**src/rtl/mmm_sa_pkg.sv**
```systemverilog
// Shared constants and types for the 2x2 posit<4,0> systolic-array wrapper.
// Feeder FSM state and the framing bit offsets of the wrapper input word.
package mmm_sa_pkg;

  localparam int POSIT_WIDTH = 4;
  localparam int N           = 2;
  localparam int M           = 2;
  localparam int SOB_BIT     = (N + M) * POSIT_WIDTH;
  localparam int EOB_BIT     = SOB_BIT + 1;
  localparam int DATA_W      = EOB_BIT + 1;
  localparam int DRAIN_LEN   = ((N > M) ? N : M) - 1;

  typedef enum logic [1:0] {
    IDLE,
    STREAM,
    DRAIN
  } feeder_state_t;

endpackage

```
**src/rtl/skew_line.sv**
```systemverilog
// Zero-reset delay line of DEPTH stages; DEPTH=0 is a plain wire.
// Used to apply the per-lane diagonal skew in front of the array.
module skew_line #(
  parameter int WIDTH = 4,
  parameter int DEPTH = 1
) (
  input  logic             clk,
  input  logic             rst_n,
  input  logic [WIDTH-1:0] d,
  output logic [WIDTH-1:0] q
);

  if (DEPTH == 0) begin : g_pass
    logic unused_clk;
    assign unused_clk = clk ^ rst_n;
    assign q = d;
  end else begin : g_sr
    logic [WIDTH-1:0] sr [DEPTH];

    always_ff @(posedge clk or negedge rst_n) begin
      if (!rst_n) begin
        for (int i = 0; i < DEPTH; i++) sr[i] <= '0;
      end else begin
        sr[0] <= d;
        for (int i = 1; i < DEPTH; i++) sr[i] <= sr[i-1];
      end
    end

    assign q = sr[DEPTH-1];
  end

endmodule

```
**src/rtl/sa_feeder.sv**
```systemverilog
// Upstream feeder: skews A/B k-slices per lane and frames blocks with SOB/EOB.
// One slot register feeds the skew lines; the output word is registered.
module sa_feeder
  import mmm_sa_pkg::*;
#(
  parameter int POSIT_WIDTH = mmm_sa_pkg::POSIT_WIDTH,
  parameter int N           = mmm_sa_pkg::N,
  parameter int M           = mmm_sa_pkg::M,
  parameter int KCNT_W      = 16
) (
  input  logic                            clk,
  input  logic                            rst_n,
  input  logic                            s_valid,
  output logic                            s_ready,
  input  logic [N*POSIT_WIDTH-1:0]        s_a,
  input  logic [M*POSIT_WIDTH-1:0]        s_b,
  input  logic                            s_last,
  output logic                            valid_o,
  output logic [(N+M)*POSIT_WIDTH+1:0]    data_o,
  output logic                            busy_o,
  output logic [KCNT_W-1:0]               k_count_o
);

  localparam int PW   = POSIT_WIDTH;
  localparam int AW   = N * PW;
  localparam int BW   = M * PW;
  localparam int DLEN = ((N > M) ? N : M) - 1;
  localparam int DCW  = (DLEN > 1) ? $clog2(DLEN) : 1;
  localparam logic [KCNT_W-1:0] KMAX = '1;

  feeder_state_t state, state_nx;
  logic [DCW-1:0]    drain_cnt;
  logic [KCNT_W-1:0] cnt, cnt_nx;

  logic          take;
  logic          push_vld, push_sob, push_eob;
  logic [AW-1:0] push_a;
  logic [BW-1:0] push_b;

  logic          slot_vld, slot_sob, slot_eob;
  logic [AW-1:0] slot_a, a_sk;
  logic [BW-1:0] slot_b, b_sk;

  assign s_ready = (state != DRAIN);
  assign take    = s_valid && s_ready;
  assign cnt_nx  = (cnt == KMAX) ? cnt : cnt + 1'b1;

  always_comb begin
    state_nx = state;
    push_vld = 1'b0;
    push_sob = 1'b0;
    push_eob = 1'b0;
    push_a   = '0;
    push_b   = '0;
    unique case (state)
      IDLE: begin
        if (take) begin
          push_vld = 1'b1;
          push_sob = 1'b1;
          push_eob = s_last;
          push_a   = s_a;
          push_b   = s_b;
          state_nx = !s_last ? STREAM : (DLEN == 0) ? IDLE : DRAIN;
        end
      end
      STREAM: begin
        // bubbles still push a zero slot to keep lanes aligned
        push_vld = 1'b1;
        if (take) begin
          push_eob = s_last;
          push_a   = s_a;
          push_b   = s_b;
          if (s_last) state_nx = (DLEN == 0) ? IDLE : DRAIN;
        end
      end
      DRAIN: begin
        push_vld = 1'b1;
        if (drain_cnt == DCW'(DLEN - 1)) state_nx = IDLE;
      end
      default: state_nx = IDLE;
    endcase
  end

  always_ff @(posedge clk or negedge rst_n) begin
    if (!rst_n) begin
      state     <= IDLE;
      drain_cnt <= '0;
      cnt       <= '0;
      busy_o    <= 1'b0;
      k_count_o <= '0;
      slot_vld  <= 1'b0;
      slot_sob  <= 1'b0;
      slot_eob  <= 1'b0;
      slot_a    <= '0;
      slot_b    <= '0;
      valid_o   <= 1'b0;
      data_o    <= '0;
    end else begin
      state     <= state_nx;
      busy_o    <= (state_nx != IDLE);
      drain_cnt <= (state == DRAIN) ? drain_cnt + 1'b1 : '0;
      if (state == IDLE && take) cnt <= KCNT_W'(1);
      else if (state == STREAM)  cnt <= cnt_nx;
      if (push_eob) k_count_o <= (state == IDLE) ? KCNT_W'(1) : cnt_nx;
      slot_vld  <= push_vld;
      slot_sob  <= push_sob;
      slot_eob  <= push_eob;
      slot_a    <= push_a;
      slot_b    <= push_b;
      valid_o   <= slot_vld;
      data_o    <= slot_vld ? {slot_eob, slot_sob, b_sk, a_sk} : '0;
    end
  end

  for (genvar i = 0; i < N; i++) begin : g_a
    skew_line #(.WIDTH(PW), .DEPTH(i)) u_skew (
      .clk   (clk),
      .rst_n (rst_n),
      .d     (slot_a[i*PW +: PW]),
      .q     (a_sk[i*PW +: PW])
    );
  end

  for (genvar j = 0; j < M; j++) begin : g_b
    skew_line #(.WIDTH(PW), .DEPTH(j)) u_skew (
      .clk   (clk),
      .rst_n (rst_n),
      .d     (slot_b[j*PW +: PW]),
      .q     (b_sk[j*PW +: PW])
    );
  end

endmodule

```
**config.mk**
```make
export PLATFORM = sky130hd
export DESIGN_NAME = sa_feeder
export DESIGN_NICKNAME = d
export VERILOG_FILES = /design/src/rtl/mmm_sa_pkg.sv /design/src/rtl/skew_line.sv /design/src/rtl/sa_feeder.sv
export SDC_FILE = /design/constraint.sdc
export NUM_CORES = 1
export LEC_CHECK = 0
export ABC_AREA = 1
export CORE_AREA = 5 5 101 103
export CTS_CLUSTER_DIAMETER = 150
export DETAILED_ROUTE_END_ITERATION = 7
export DIE_AREA = 0 0 106 108
export PLACE_DENSITY_LB_ADDON = 0.05
export SYNTH_ARGS = -nofsm -noshare
export SYNTH_HDL_FRONTEND = slang
export SYNTH_HIERARCHICAL = 1
export SYNTH_SLANG_ARGS = --single-unit
```
**constraint.sdc**
```tcl
create_clock -name clk -period 1.55 [get_ports clk]
set_input_delay 0.31 -clock clk [delete_from_list [all_inputs] [get_ports clk]]
set_output_delay 0.31 -clock clk [all_outputs]
set_load 0.05 [all_outputs]
```
**After elaboration in Yosys (flattened, before gate mapping)**

Index checks and enable logic that the tools add are counted.

- Register bits: 82
- Output and inout bits: 37

- Mux-type cells: 21
- Equality and inequality tests: 4
- Reductions and logical operators: 7
- Add/subtract/negate cells: 2

Operators by type and width:

| kind | number |
|---|---|
| $mux 16 | 4 |
| $mux 8 | 4 |
| $mux 18 | 1 |
| $add 16x1->16 const B | 1 |
| $eq 16x16->1 const B | 1 |
| $mux 2 | 5 |
| $pmux 2 s3 | 1 |
| $mux 1 | 5 |
| $reduce_bool 2->1 | 2 |
| $reduce_or 2->1 | 2 |
| $eq 2x1->1 const B | 1 |
| $eq 2x2->1 const B | 1 |
| $logic_and 1x1->1 | 2 |
| $logic_not 2->1 | 1 |
| $ne 2x2->1 const B | 1 |
| $pmux 1 s2 | 1 |
| $add 1x1->1 const B | 1 |

**Longest topological paths before layout**

Gate-level depths: netlist of run 1.

- Word-level depth: 5
- Mapped depth: 11
- Depth with buffers taken out: 11

**Hierarchy**

Netlist of run 1, hierarchy kept.

Modules (own cells, without submodules):

| module | area an instance (um^2) | instances | cells an instance |
|---|---|---|---|
| sa_feeder | 3,290.7 | 1 | 391 |
| skew_line at g_a[1].u_skew ... | 100.1 | 2 | 4 |
| skew_line at g_a[0].u_skew ... | 30.0 | 2 | 4 |

**Least setup slack after synthesis of run 1**

Ideal clock, no wire load.

- Path type: register to register
- Start point: register state[0]
- End point: register cnt[1]
- Setup time: 0.117 ns
- Path slack: -0.232 ns
- Data arrival time: 1.665 ns
- Required time: 1.433 ns
- Cell stages (with the launch flop): 12
- Path buffers: 1
- Cell sequence: dfrtp_1 > inv_1 > ha_1 > inv_2 > nand2_2 > nor2_2 > inv_1 > nand2_1 > inv_2 > buf_2 > nand2_1 > nand2_1

- Word-level cells in the longest chain between the ends: 4
- Elaborated cells on any way between the ends: 7
- Classes of those cells: eq/ne (2); mux (1); reduce/logical (4)

RTL lines:

| item | RTL line | source |
|---|---|---|
| start, declared | sa_feeder.sv:31 | `feeder_state_t state, state_nx;` |
| start signal, assigned | sa_feeder.sv:99 | `state <= state_nx;` |
| $ne 2x2->1 * | sa_feeder.sv:44 | `assign s_ready = (state != DRAIN);` |
| via s_ready | sa_feeder.sv:14 | `output logic s_ready,` |
| $logic_and 1x1->1 * | sa_feeder.sv:45 | `assign take = s_valid && s_ready;` |
| $logic_and 1x1->1 * | sa_feeder.sv:102 | `if (state == IDLE && take) cnt <= KCNT_W'(1);` |
| $mux 16 or $reduce_bool 2->1 (tied branches) | -- |  |
| end signal, assigned | sa_feeder.sv:103 | `else if (state == STREAM) cnt <= cnt_nx;` |
| end, declared | sa_feeder.sv:33 | `logic [KCNT_W-1:0] cnt, cnt_nx;` |

The timed path passes the listed nets; every way through them passes the cells marked *.
A chain may end at the register's enable or synchronous reset.

**Final worst setup path of run 1**

- Start point: register state[1]
- End point: register k_count_o[13]

- Word-level cells in the longest chain between the ends: 4
- Elaborated cells on any way between the ends: 8
- Classes of those cells: eq/ne (2); mux (3); reduce/logical (3)

RTL lines:

| item | RTL line | source |
|---|---|---|
| $ne 2x2->1 | sa_feeder.sv:44 |  |
| $logic_and 1x1->1 | sa_feeder.sv:45 |  |
| $mux 1 | sa_feeder.sv:57, sa_feeder.sv:69 |  |
| $mux 1 | -- |  |
| end signal, assigned | sa_feeder.sv:104 | `if (push_eob) k_count_o <= (state == IDLE) ? KCNT_W'(1) : cnt_nx;` |
| end, declared | sa_feeder.sv:21 | `output logic [KCNT_W-1:0] k_count_o` |

Parallel ways exist; a longest one is shown, timed or not.

==> impl_metrics.env, run 1 <==
export IMPL_ys_ff_latch=82
export IMPL_layout_commonest_cell="nand2_1"
export IMPL_wirelength_um=7626
export IMPL_grt_pass1_vias=2880
export IMPL_setup_slack_ps=-15.07
export IMPL_crit_arrival_ps=1860
export IMPL_grt_ovfl_total=0
export IMPL_setup_viol=5
export IMPL_min_path_cells=0
export IMPL_cts_buffers=9
export IMPL_rr_worst_depth=9
export IMPL_final_nets=516
export IMPL_die_area_um2=11450
export IMPL_portBuffers=56
export IMPL_worst_hold_slack_ps=351.1
export IMPL_grt_max_degree=34
export IMPL_place_ws_ps=-136.9
export IMPL_clockRootBuffer="clkbuf_8"
export IMPL_status="finished with violations"
export IMPL_grt_usage_pct=14.75
export IMPL_fin_util_pct=54.12
export IMPL_reg2reg_from="state[1]$_DFF_PN0_"
export IMPL_tns_ps=-23.36
export IMPL_drive_gt1_share_pct=28.23
export IMPL_hold_class="reg2reg"
export IMPL_drc=0
export IMPL_die_h_um=108
export IMPL_syn_area_um2=3551
export IMPL_die_w_um=106
export IMPL_area_growth_synth_to_final_pct=38.83
export IMPL_timing_final_crit_share_pct=101.0
export IMPL_wire_per_inst_um=12.56
export IMPL_peakVddDrop_mv=0.8944
export IMPL_crit_type="reg2reg"
export IMPL_worstMarginPinSlew_ps=635.3
export IMPL_dr_first_iter_drc_count=69
export IMPL_drv_cap=0
export IMPL_row_count=35
export IMPL_end_kind="register"
export IMPL_htree_num_levels=3
export IMPL_holdCritStartpoint="slot_b[6]$_DFF_PN0_"
export IMPL_stdcell_count=607
export IMPL_place_congestion=0.8602
export IMPL_placed_area_um2=4596
export IMPL_power_leakage_nw=2.644
export IMPL_violations="negative setup slack"
export IMPL_cts_tree="built"
export IMPL_startpoint_type="register"
export IMPL_finalHoldViolCount=0
export IMPL_dpl_cell_count=586
export IMPL_required_ps=1850
export IMPL_path_max_fanout=8
export IMPL_final_cell_mix="147 x nand2_1, 82 x dfrtp_1, 45 x buf_4, 40 x inv_1, 28 x nor2_1"
export IMPL_firstDrtPassIters=4
export IMPL_design_area_um2=4930
export IMPL_slew_headroom_pct=57.65
export IMPL_syn_num_nets=432
export IMPL_core_area_um2=9109
export IMPL_ctsLongestPathBuffers=2
export IMPL_hold_path_end="g_b[1].u_skew/q[2]$_DFF_PN0_"
export IMPL_vias=2733
export IMPL_clk_pin_slew_ps=100
export IMPL_final_antenna_net_count=0
export IMPL_postSynthAreaPerCell_um2=8.725
export IMPL_antenna_found_initial=0
export IMPL_dp_hpwl_um=5437
export IMPL_yosys_warnings=6
export IMPL_finalCriticalPeriod_ps=1565
export IMPL_synthCells=407
export IMPL_rsz0062_at_grt="yes"
export IMPL_num_antenna_cells=0
export IMPL_grt_pass1_wl_um=13510
export IMPL_clock_skew_ps=10.77
export IMPL_total_power_mw=7.016
export IMPL_maxSlewViolCount=0
export IMPL_synth_seq_area_share_pct=57.79
export IMPL_clock_fmax_mhz=638.9
export IMPL_powerDensity_nw_per_um2=1423
export IMPL_ys_types=28
export IMPL_reg2reg_to="k_count_o[13]$_DFFE_PN0P_"
export IMPL_timing_reg2reg_setup_slack_ps=-20
export IMPL_start_util_pct=38.98
export IMPL_pin_count=57
export IMPL_vias_per_cell=4.502
export IMPL_insertion_delay_ps=360
export IMPL_clock_sinks=82
[power breakdown]
group          leakage, nW  switching, mW  internal, mW  total [mW]
Combinational         1.43           1.55          1.12        2.68
Clock                0.103          0.921         0.647        1.57
Sequential            1.11          0.271          2.50        2.77
Total                 2.64           2.75          4.27        7.02
[what timing repair did]
| action | in CTS | in global routing |
|---|---|---|
| endpoints found under the setup margin | 6 | 35 |
| resized for setup | 6 | 32 |
| hold buffers | 1 | 0 |
| hold endpoints to repair | 28 | 0 |
| buffers inserted | 2 | 4 |
| pin swaps | 0 | 13 |
[critical path, stage by stage, from the launching register on]
cell and delay (ps):
dfrtp_1 450, inv_2 120, ha_2 190, inv_2 50, nand2_4 70, nand3_4 80, nor2_4 260, buf_12 160
nand2_1 60, nand2_1 50
[synthesized netlist by cell type (all sizes together)]
cell type	number	area [um^2]
nor2	38	177.7
nand3	18	107.6
buf	14	97.58
a21oi	1	5.000
o21bai	1	7.510
o21a	1	7.510
inv	53	198.9
or2	3	18.77
a22oi	1	7.510
xor2	6	52.55
o21ai	13	68.81
ha	5	62.56
dfrtp	82	2052
nand2	165	656.9
clkbuf	3	11.26
nand4	3	18.77
[layer usage]
layer	wire (um)	share of wire (%)	global-route usage, %
met1	3773	49	20.21
met5	0	0	0
met4	98	1.3	5.828
met3	209	2.7	2.209
met2	3544	46	23.72
[flip-flops by register name (all words and copies together) (netlist names)]
name	count
slot_eob	1
g_b.u_skew/q	4
slot_vld	1
valid_o	1
slot_a	8
g_a.u_skew/q	4
slot_b	8
data_o	18
slot_sob	1
state	2
drain_cnt	1
cnt	16
busy_o	1
k_count_o	16
[worst max-delay path by stage]
stage,startpoint,depth (start not counted),end
2_1_floorplan,state[0]$_DFF_PN0_,11,cnt[10]$_DFFE_PN0P_
3_5_place_dp,s_valid,9,cnt[5]$_DFFE_PN0P_
3_3_place_gp,s_valid,9,cnt[5]$_DFFE_PN0P_
6_report,state[1]$_DFF_PN0_,9,k_count_o[13]$_DFFE_PN0P_
5_1_grt,state[1]$_DFF_PN0_,9,k_count_o[14]$_DFFE_PN0P_
4_1_cts,state[0]$_DFF_PN0_,9,k_count_o[0]$_DFFE_PN0P_
[layout make-up]
cell class / count / area [um^2]
clock buffer: 9 / 123.9
clock inverter: 7 / 76.32
tap: 111 / 138.9
inverter: 53 / 216.5
sequential: 82 / 2052
timing repair buffer: 90 / 1031
fill: 824 / 4179
multi-input combinational: 255 / 1291
[cell families (layout without fill, tap and decap cells)]
| group | count (synthesis) | count (layout) | share of synthesized area [%] |
|---|---|---|---|
| compound gates | 17 | 17 | 2.713 |
| xor+xnor | 6 | 6 | 1.480 |
| fa+ha+maj | 5 | 5 | 1.762 |
| buf+inv | 70 | 159 | 8.668 |
| flops | 82 | 82 | 57.79 |
| simple gates | 227 | 227 | 27.59 |
No activity file was read; power rests on OpenSTA's default activity.
==> run 2, diff against run 1 <==
--- a/config.mk
+++ b/config.mk
@@ -6,10 +6,10 @@
 export NUM_CORES = 1
 export LEC_CHECK = 0
 export ABC_AREA = 1
-export CORE_AREA = 5 5 101 103
+export CORE_AREA = 5 5 93 95
 export CTS_CLUSTER_DIAMETER = 150
 export DETAILED_ROUTE_END_ITERATION = 7
-export DIE_AREA = 0 0 106 108
+export DIE_AREA = 0 0 98 100
 export PLACE_DENSITY_LB_ADDON = 0.05
 export SYNTH_ARGS = -nofsm -noshare
 export SYNTH_HDL_FRONTEND = slang
==> run 2 against run 1 <==
The run still ends with negative setup slack left; worst hold slack improved by 1.3 ps; routed wire length grew 0.55%; final cell count fell by 1.3%; first-iteration DRC count is 70% higher; sequential share of layout area down 0.093 points; clock power is 9% lower; setup slack got worse by 73 ps; clock skew is 1.0 ps lower; highest routed layer unchanged.
==> impl_metrics.env, run 2 (same netlist as run 1, synthesis figures left out) <==
export IMPL_maxSlewViolCount=0
export IMPL_row_count=32
export IMPL_tns_ps=-140.5
export IMPL_grt_max_degree=36
export IMPL_reg_top3="data_o x18, cnt x16, k_count_o x16"
export IMPL_largest_register="data_o"
export IMPL_switching_share_pct=39.25
export IMPL_clk_pin_slew_ps=80
export IMPL_vias=2767
export IMPL_clock_fmax_mhz=610.5
export IMPL_final_nets=517
export IMPL_start_util_pct=46.43
export IMPL_nFillCells=634
export IMPL_met3_usage_pct=3.336
export IMPL_fin_util_pct=64.73
export IMPL_largest_register_ffs=18
export IMPL_drc=0
export IMPL_powerDensity_nw_per_um2=1427
export IMPL_startpoint_type="register"
export IMPL_dpl_cell_count=577
export IMPL_power_internal_mw=4.289
export IMPL_cts_tree="built"
export IMPL_seqPwrFrac_pct=39.4
export IMPL_clkPwrFrac_pct=20.3
export IMPL_crit_arrival_ps=1330
export IMPL_busiest_layer="met2"
export IMPL_grt_usage_pct=16.48
export IMPL_insertion_delay_ps=360
export IMPL_worstMarginPinSlew_ps=642.5
export IMPL_power_leakage_nw=2.625
export IMPL_grt_util_met1_pct=20.90
export IMPL_end_kind="output pin"
export IMPL_die_h_um=100
export IMPL_peakVddDrop_mv=1.135
export IMPL_wire_per_inst_um=12.80
export IMPL_layout_commonest_cell="nand2_1"
export IMPL_ctsLongestPathBuffers=2
export IMPL_place_congestion=0.9193
export IMPL_clock_skew_ps=9.772
export IMPL_grt_pass1_wl_um=12830
export IMPL_die_area_um2=9800
export IMPL_gr_usage_met2_pct=27.54
export IMPL_crit_type="reg2out"
export IMPL_dp_hpwl_um=5407
export IMPL_num_antenna_cells=0
export IMPL_clock_sinks=82
export IMPL_firstDrtPassIters=4
export IMPL_violations="negative setup slack"
export IMPL_p_switching_mw=2.772
export IMPL_pin_count=57
export IMPL_portBuffers=56
export IMPL_hold_class="reg2reg"
export IMPL_area_growth_synth_to_final_pct=39.39
export IMPL_total_power_mw=7.061
export IMPL_p_comb_share_pct=40.3
export IMPL_required_ps=1240
export IMPL_drive_gt1_share_pct=29.18
export IMPL_slew_headroom_pct=57.16
export IMPL_wirelength_um=7668
export IMPL_rsz0062_at_grt="yes"
export IMPL_final_antenna_net_count=0
export IMPL_timing_final_crit_share_pct=105.7
export IMPL_antenna_found_initial=0
export IMPL_htree_num_levels=3
export IMPL_die_w_um=98
export IMPL_vias_per_cell=4.619
export IMPL_grt_ovfl_total=0
export IMPL_final_cell_mix="147 x nand2_1, 79 x dfrtp_1, 42 x buf_4, 40 x inv_1, 28 x nor2_1"
export IMPL_core_area_um2=7647
export IMPL_grt_pass1_vias=2778
export IMPL_finalHoldViolCount=0
export IMPL_drv_cap=0
export IMPL_setup_viol=8
export IMPL_clockRootBuffer="clkbuf_8"
export IMPL_dr_first_iter_drc_count=117
export IMPL_finalCriticalPeriod_ps=1638
export IMPL_path_max_fanout=4
export IMPL_stdcell_count=599
export IMPL_place_ws_ps=-182.7
export IMPL_setup_slack_ps=-87.93
export IMPL_cts_buffers=9
export IMPL_status="finished with violations"
run 2: cell count changes in the layout (fill, tap and decap cells not counted), sizes merged:
cell / change
clkinvlp: +1
inv: -1
clkbuf: +1
run 2: power groups by stage:
stage               registers, mW  logic [mW]  clock network [mW]
floorplan                    3.20        1.01                   0
global placement             2.80        2.43                   0
detailed placement           2.81        2.47                   0
CTS                          2.78        2.63                1.47
global route                 2.84        3.05                1.57
finish                       2.78        2.85                1.43
run 2: repair_timing:
action / 4_1_cts / 5_1_grt
setup buffers: 3 / 1
hold buffers: 1 / 0
pin swaps: 2 / 6
resized for setup: 15 / 43
gates cloned: 1 / 0
endpoints found under the hold margin: 33 / 0
endpoints found under the setup margin: 13 / 52
run 2: worst paths after layout:
path | slack (ps) | startpoint | cells after the start | end
worst max-delay path | -90 | state[0]$_DFF_PN0_ | 5 | s_ready
worst min-delay path | 350 | slot_a[6]$_DFF_PN0_ | 0 | g_a[1].u_skew/q[2]$_DFF_PN0_
worst max register to register | -10 | state[0]$_DFF_PN0_ | 10 | k_count_o[9]$_DFFE_PN0P_
worst min register to register | 350 | slot_a[6]$_DFF_PN0_ | 0 | g_a[1].u_skew/q[2]$_DFF_PN0_
max in group asynchronous | 600 | rst_n | 3 | cnt[8]$_DFFE_PN0P_
min in group asynchronous | 450 | rst_n | 2 | g_a[1].u_skew/q[3]$_DFF_PN0_
run 2: cell type report:
| class | count | area [um^2] | share of cell area, % |
|---|---|---|---|
| sequential | 82 | 2056 | 41.53 |
| multi-input combinational | 255 | 1328 | 26.82 |
| timing repair buffer | 90 | 1033 | 20.88 |
| inverter | 53 | 221.5 | 4.474 |
| clock buffer | 10 | 127.6 | 2.578 |
| tap | 102 | 127.6 | 2.578 |
| clock inverter | 6 | 47.55 | 0.9606 |
| timing repair inverter | 1 | 8.758 | 0.1769 |
run 2: metal layers:
| layer | routed length (um) | up-vias | part of all wire (%) |
|---|---|---|---|
| met1 | 3441 | 1304 | 45 |
| met4 | 142 | 0 | 1.9 |
| met3 | 360 | 13 | 4.7 |
| met2 | 3722 | 65 | 49 |
| met5 | 0 | - | 0 |
| li1 | - | 1385 | - |
run 2: through the flow:
stage	hold slack [ps]	area (um^2)
finish	352.4	4950
global route	361.3	4950
CTS	355.1	4821
detailed placement	297.6	4572
global placement	295.0	4572
floorplan	14.41	3585
run 2: critical path, stage by stage (launching register included):
cell and delay, ps:
dfrtp_1 430, inv_2 100, ha_4 160, inv_6 40
buf_6 110, buf_12 140
==> run 3, diff against run 2 <==
--- a/config.mk
+++ b/config.mk
@@ -10,6 +10,7 @@
 export CTS_CLUSTER_DIAMETER = 150
 export DETAILED_ROUTE_END_ITERATION = 7
 export DIE_AREA = 0 0 98 100
+export GPL_TIMING_DRIVEN = 0
 export PLACE_DENSITY_LB_ADDON = 0.05
 export SYNTH_ARGS = -nofsm -noshare
 export SYNTH_HDL_FRONTEND = slang
==> constraint.sdc (replaced) <==
create_clock -name clk -period 1.4 [get_ports clk]
set_input_delay 0.28 -clock clk [delete_from_list [all_inputs] [get_ports clk]]
set_output_delay 0.28 -clock clk [all_outputs]
set_load 0.05 [all_outputs]
==> run 3 against run 2 <==
The flow still finishes with violations (negative setup slack); global-route usage grew 1.9 points; sequential share of layout area shrank 1.7 points; utilization grew 2.9 points; power grew 16%; first-iteration DRC count grew 19%; clock skew shrank 0.70 ps; worst hold slack gained 4.4 ps; setup slack lost 130 ps.
==> impl_metrics.env, run 3 (same netlist as run 1, synthesis figures left out) <==
export IMPL_largest_register="data_o"
export IMPL_dp_hpwl_um=5106
export IMPL_maxSlewViolCount=0
export IMPL_final_cell_mix="112 x nand2_1, 74 x dfrtp_1, 46 x nand2_2, 42 x inv_1, 41 x buf_4"
export IMPL_vias_per_cell=4.650
export IMPL_path_max_fanout=7
export IMPL_antenna_found_initial=0
export IMPL_portBuffers=56
export IMPL_p_switching_mw=3.316
export IMPL_die_h_um=100
export IMPL_setup_slack_ps=-215.7
export IMPL_dr_first_iter_drc_count=139
export IMPL_place_congestion=0.8748
export IMPL_grt_pass1_wl_um=14170
export IMPL_nFillCells=581
export IMPL_worstMarginPinSlew_ps=452.2
export IMPL_slowest_delay_ps=430
export IMPL_worst_hold_slack_ps=356.8
export IMPL_finalCriticalPeriod_ps=1616
export IMPL_startpoint_type="register"
export IMPL_die_w_um=98
export IMPL_clk_pin_slew_ps=100
export IMPL_final_nets=543
export IMPL_setup_viol=36
export IMPL_place_ws_ps=-460.8
export IMPL_crit_type="reg2reg"
export IMPL_insertion_delay_ps=350
export IMPL_grt_ovfl_total=0
export IMPL_timing_reg2reg_setup_slack_ps=-220
export IMPL_wirelength_um=8754
export IMPL_area_growth_synth_to_final_pct=45.67
export IMPL_end_kind="register"
export IMPL_largest_register_ffs=18
export IMPL_required_ps=1690
export IMPL_timing_final_crit_share_pct=115.4
export IMPL_drc=0
export IMPL_grt_max_degree=57
export IMPL_finalHoldViolCount=0
export IMPL_clock_sinks=82
export IMPL_wire_per_inst_um=14.01
export IMPL_peakVddDrop_mv=1.317
export IMPL_start_util_pct=46.43
export IMPL_die_area_um2=9800
export IMPL_clock_fmax_mhz=618.9
export IMPL_crit_arrival_ps=1910
export IMPL_p_comb_share_pct=43.7
export IMPL_grt_pass1_vias=2892
export IMPL_htree_num_levels=3
export IMPL_power_internal_mw=4.908
export IMPL_clockRootBuffer="clkbuf_8"
export IMPL_critPathSlowestCell="dfrtp_1"
export IMPL_seqPwrFrac_pct=36.0
export IMPL_rsz0062_at_grt="yes"
export IMPL_num_antenna_cells=0
export IMPL_reg_top3="data_o x18, cnt x16, k_count_o x16"
export IMPL_slew_headroom_pct=69.85
export IMPL_clkPwrFrac_pct=20.2
export IMPL_hold_class="reg2reg"
export IMPL_clock_skew_ps=9.073
export IMPL_status="finished with violations"
export IMPL_vias=2906
export IMPL_final_antenna_net_count=0
export IMPL_core_area_um2=7647
export IMPL_cts_buffers=9
export IMPL_drv_cap=0
export IMPL_ctsLongestPathBuffers=2
export IMPL_violations="negative setup slack"
export IMPL_cts_tree="built"
export IMPL_layout_commonest_cell="nand2_1"
export IMPL_drive_gt1_share_pct=42.45
export IMPL_firstDrtPassIters=6
export IMPL_powerDensity_nw_per_um2=1590
export IMPL_pin_count=57
export IMPL_switching_share_pct=40.32
export IMPL_worstPathCellList="buf_6, ha_4, inv_8, nand2_8, inv_6, nand3_4, nor2_4, buf_6, nand2_2, nand2_2"
export IMPL_power_leakage_nw=2.730
export IMPL_row_count=32
export IMPL_grt_usage_pct=18.38
## run 3: cell count changes in the layout (fill, tap and decap cells not counted), moves of 5 or more
cell,change
dfrtp_2,+5
dfrtp_1,-5
nand2_2,+33
clkdlybuf4s15_2,+18
buf_12,-23
buf_2,+18
buf_8,+6
nand2_1,-35
## run 3: critical path: cells and delay by family, from the launching register on
kind	cells	cell delay (ps)
buffers and inverters	4	470
adders and majority gates	1	170
DFF	1	430
and+or+nand+nor	5	480
## run 3: path summary, 6_finish.rpt
path / start / endpoint / cells after the start
max: state[1]$_DFF_PN0_ / k_count_o[15]$_DFFE_PN0P_ / 10
min: slot_a[7]$_DFF_PN0_ / g_a[1].u_skew/q[3]$_DFF_PN0_ / 0
max reg2reg: state[1]$_DFF_PN0_ / k_count_o[15]$_DFFE_PN0P_ / 10
min reg2reg: slot_a[7]$_DFF_PN0_ / g_a[1].u_skew/q[3]$_DFF_PN0_ / 0
max in group asynchronous: rst_n / cnt[3]$_DFFE_PN0P_ / 3
min in group asynchronous: rst_n / g_b[1].u_skew/q[3]$_DFF_PN0_ / 2
## run 3: repair_timing
action	in CTS	in global routing
setup buffers	29	11
hold endpoints to repair	26	0
gates resized for setup	189	97
pin swaps	35	19
setup endpoints to repair	83	64
cloned	4	0
hold buffers	1	0
## run 3: final cells by class
type,instances,area [um^2],share of cell area [%]
clock inverter,7,66.31,1.282
timing repair buffer,100,909.6,17.59
buffer,17,152.6,2.951
sequential,82,2062,39.86
inverter,53,229.0,4.427
clock buffer,9,123.9,2.395
tap,102,127.6,2.467
multi-input combinational,255,1501,29.03
## run 3: stage by stage
stage | TNS, ps | total power [mW] | area [um^2] | utilization, % | instances
floorplan | -1746 | 4.741 | 3615 | - | 407
CTS | -4346 | 7.929 | 5049 | 66.02 | 616
detailed placement | -14120 | 5.562 | 4328 | 56.59 | 566
global route | -8408 | 8.698 | 5172 | 67.64 | 625
finish | -5346 | 8.225 | 5172 | 67.64 | 625
global placement | -244610 | 5.519 | 4303 | 56.27 | 565
## run 3: power groups by stage
stage	logic (mW)	clock network, mW	registers (mW)
2_1_floorplan	1.18	0	3.56
3_3_place_gp	2.51	0	3.01
3_5_place_dp	2.54	0	3.02
4_1_cts	3.25	1.71	2.96
5_1_grt	3.82	1.85	3.03
6_report	3.60	1.66	2.96
## run 3: layer usage
metal / track usage [%] / vias to the layer above / share of wire, %
li1: - / 1439 / -
met1: 23.62 / 1364 / 43
met2: 30.42 / 79 / 49
met3: 3.197 / 24 / 4.3
met4: 8.626 / 0 / 3.7
met5: 0 / - / 0
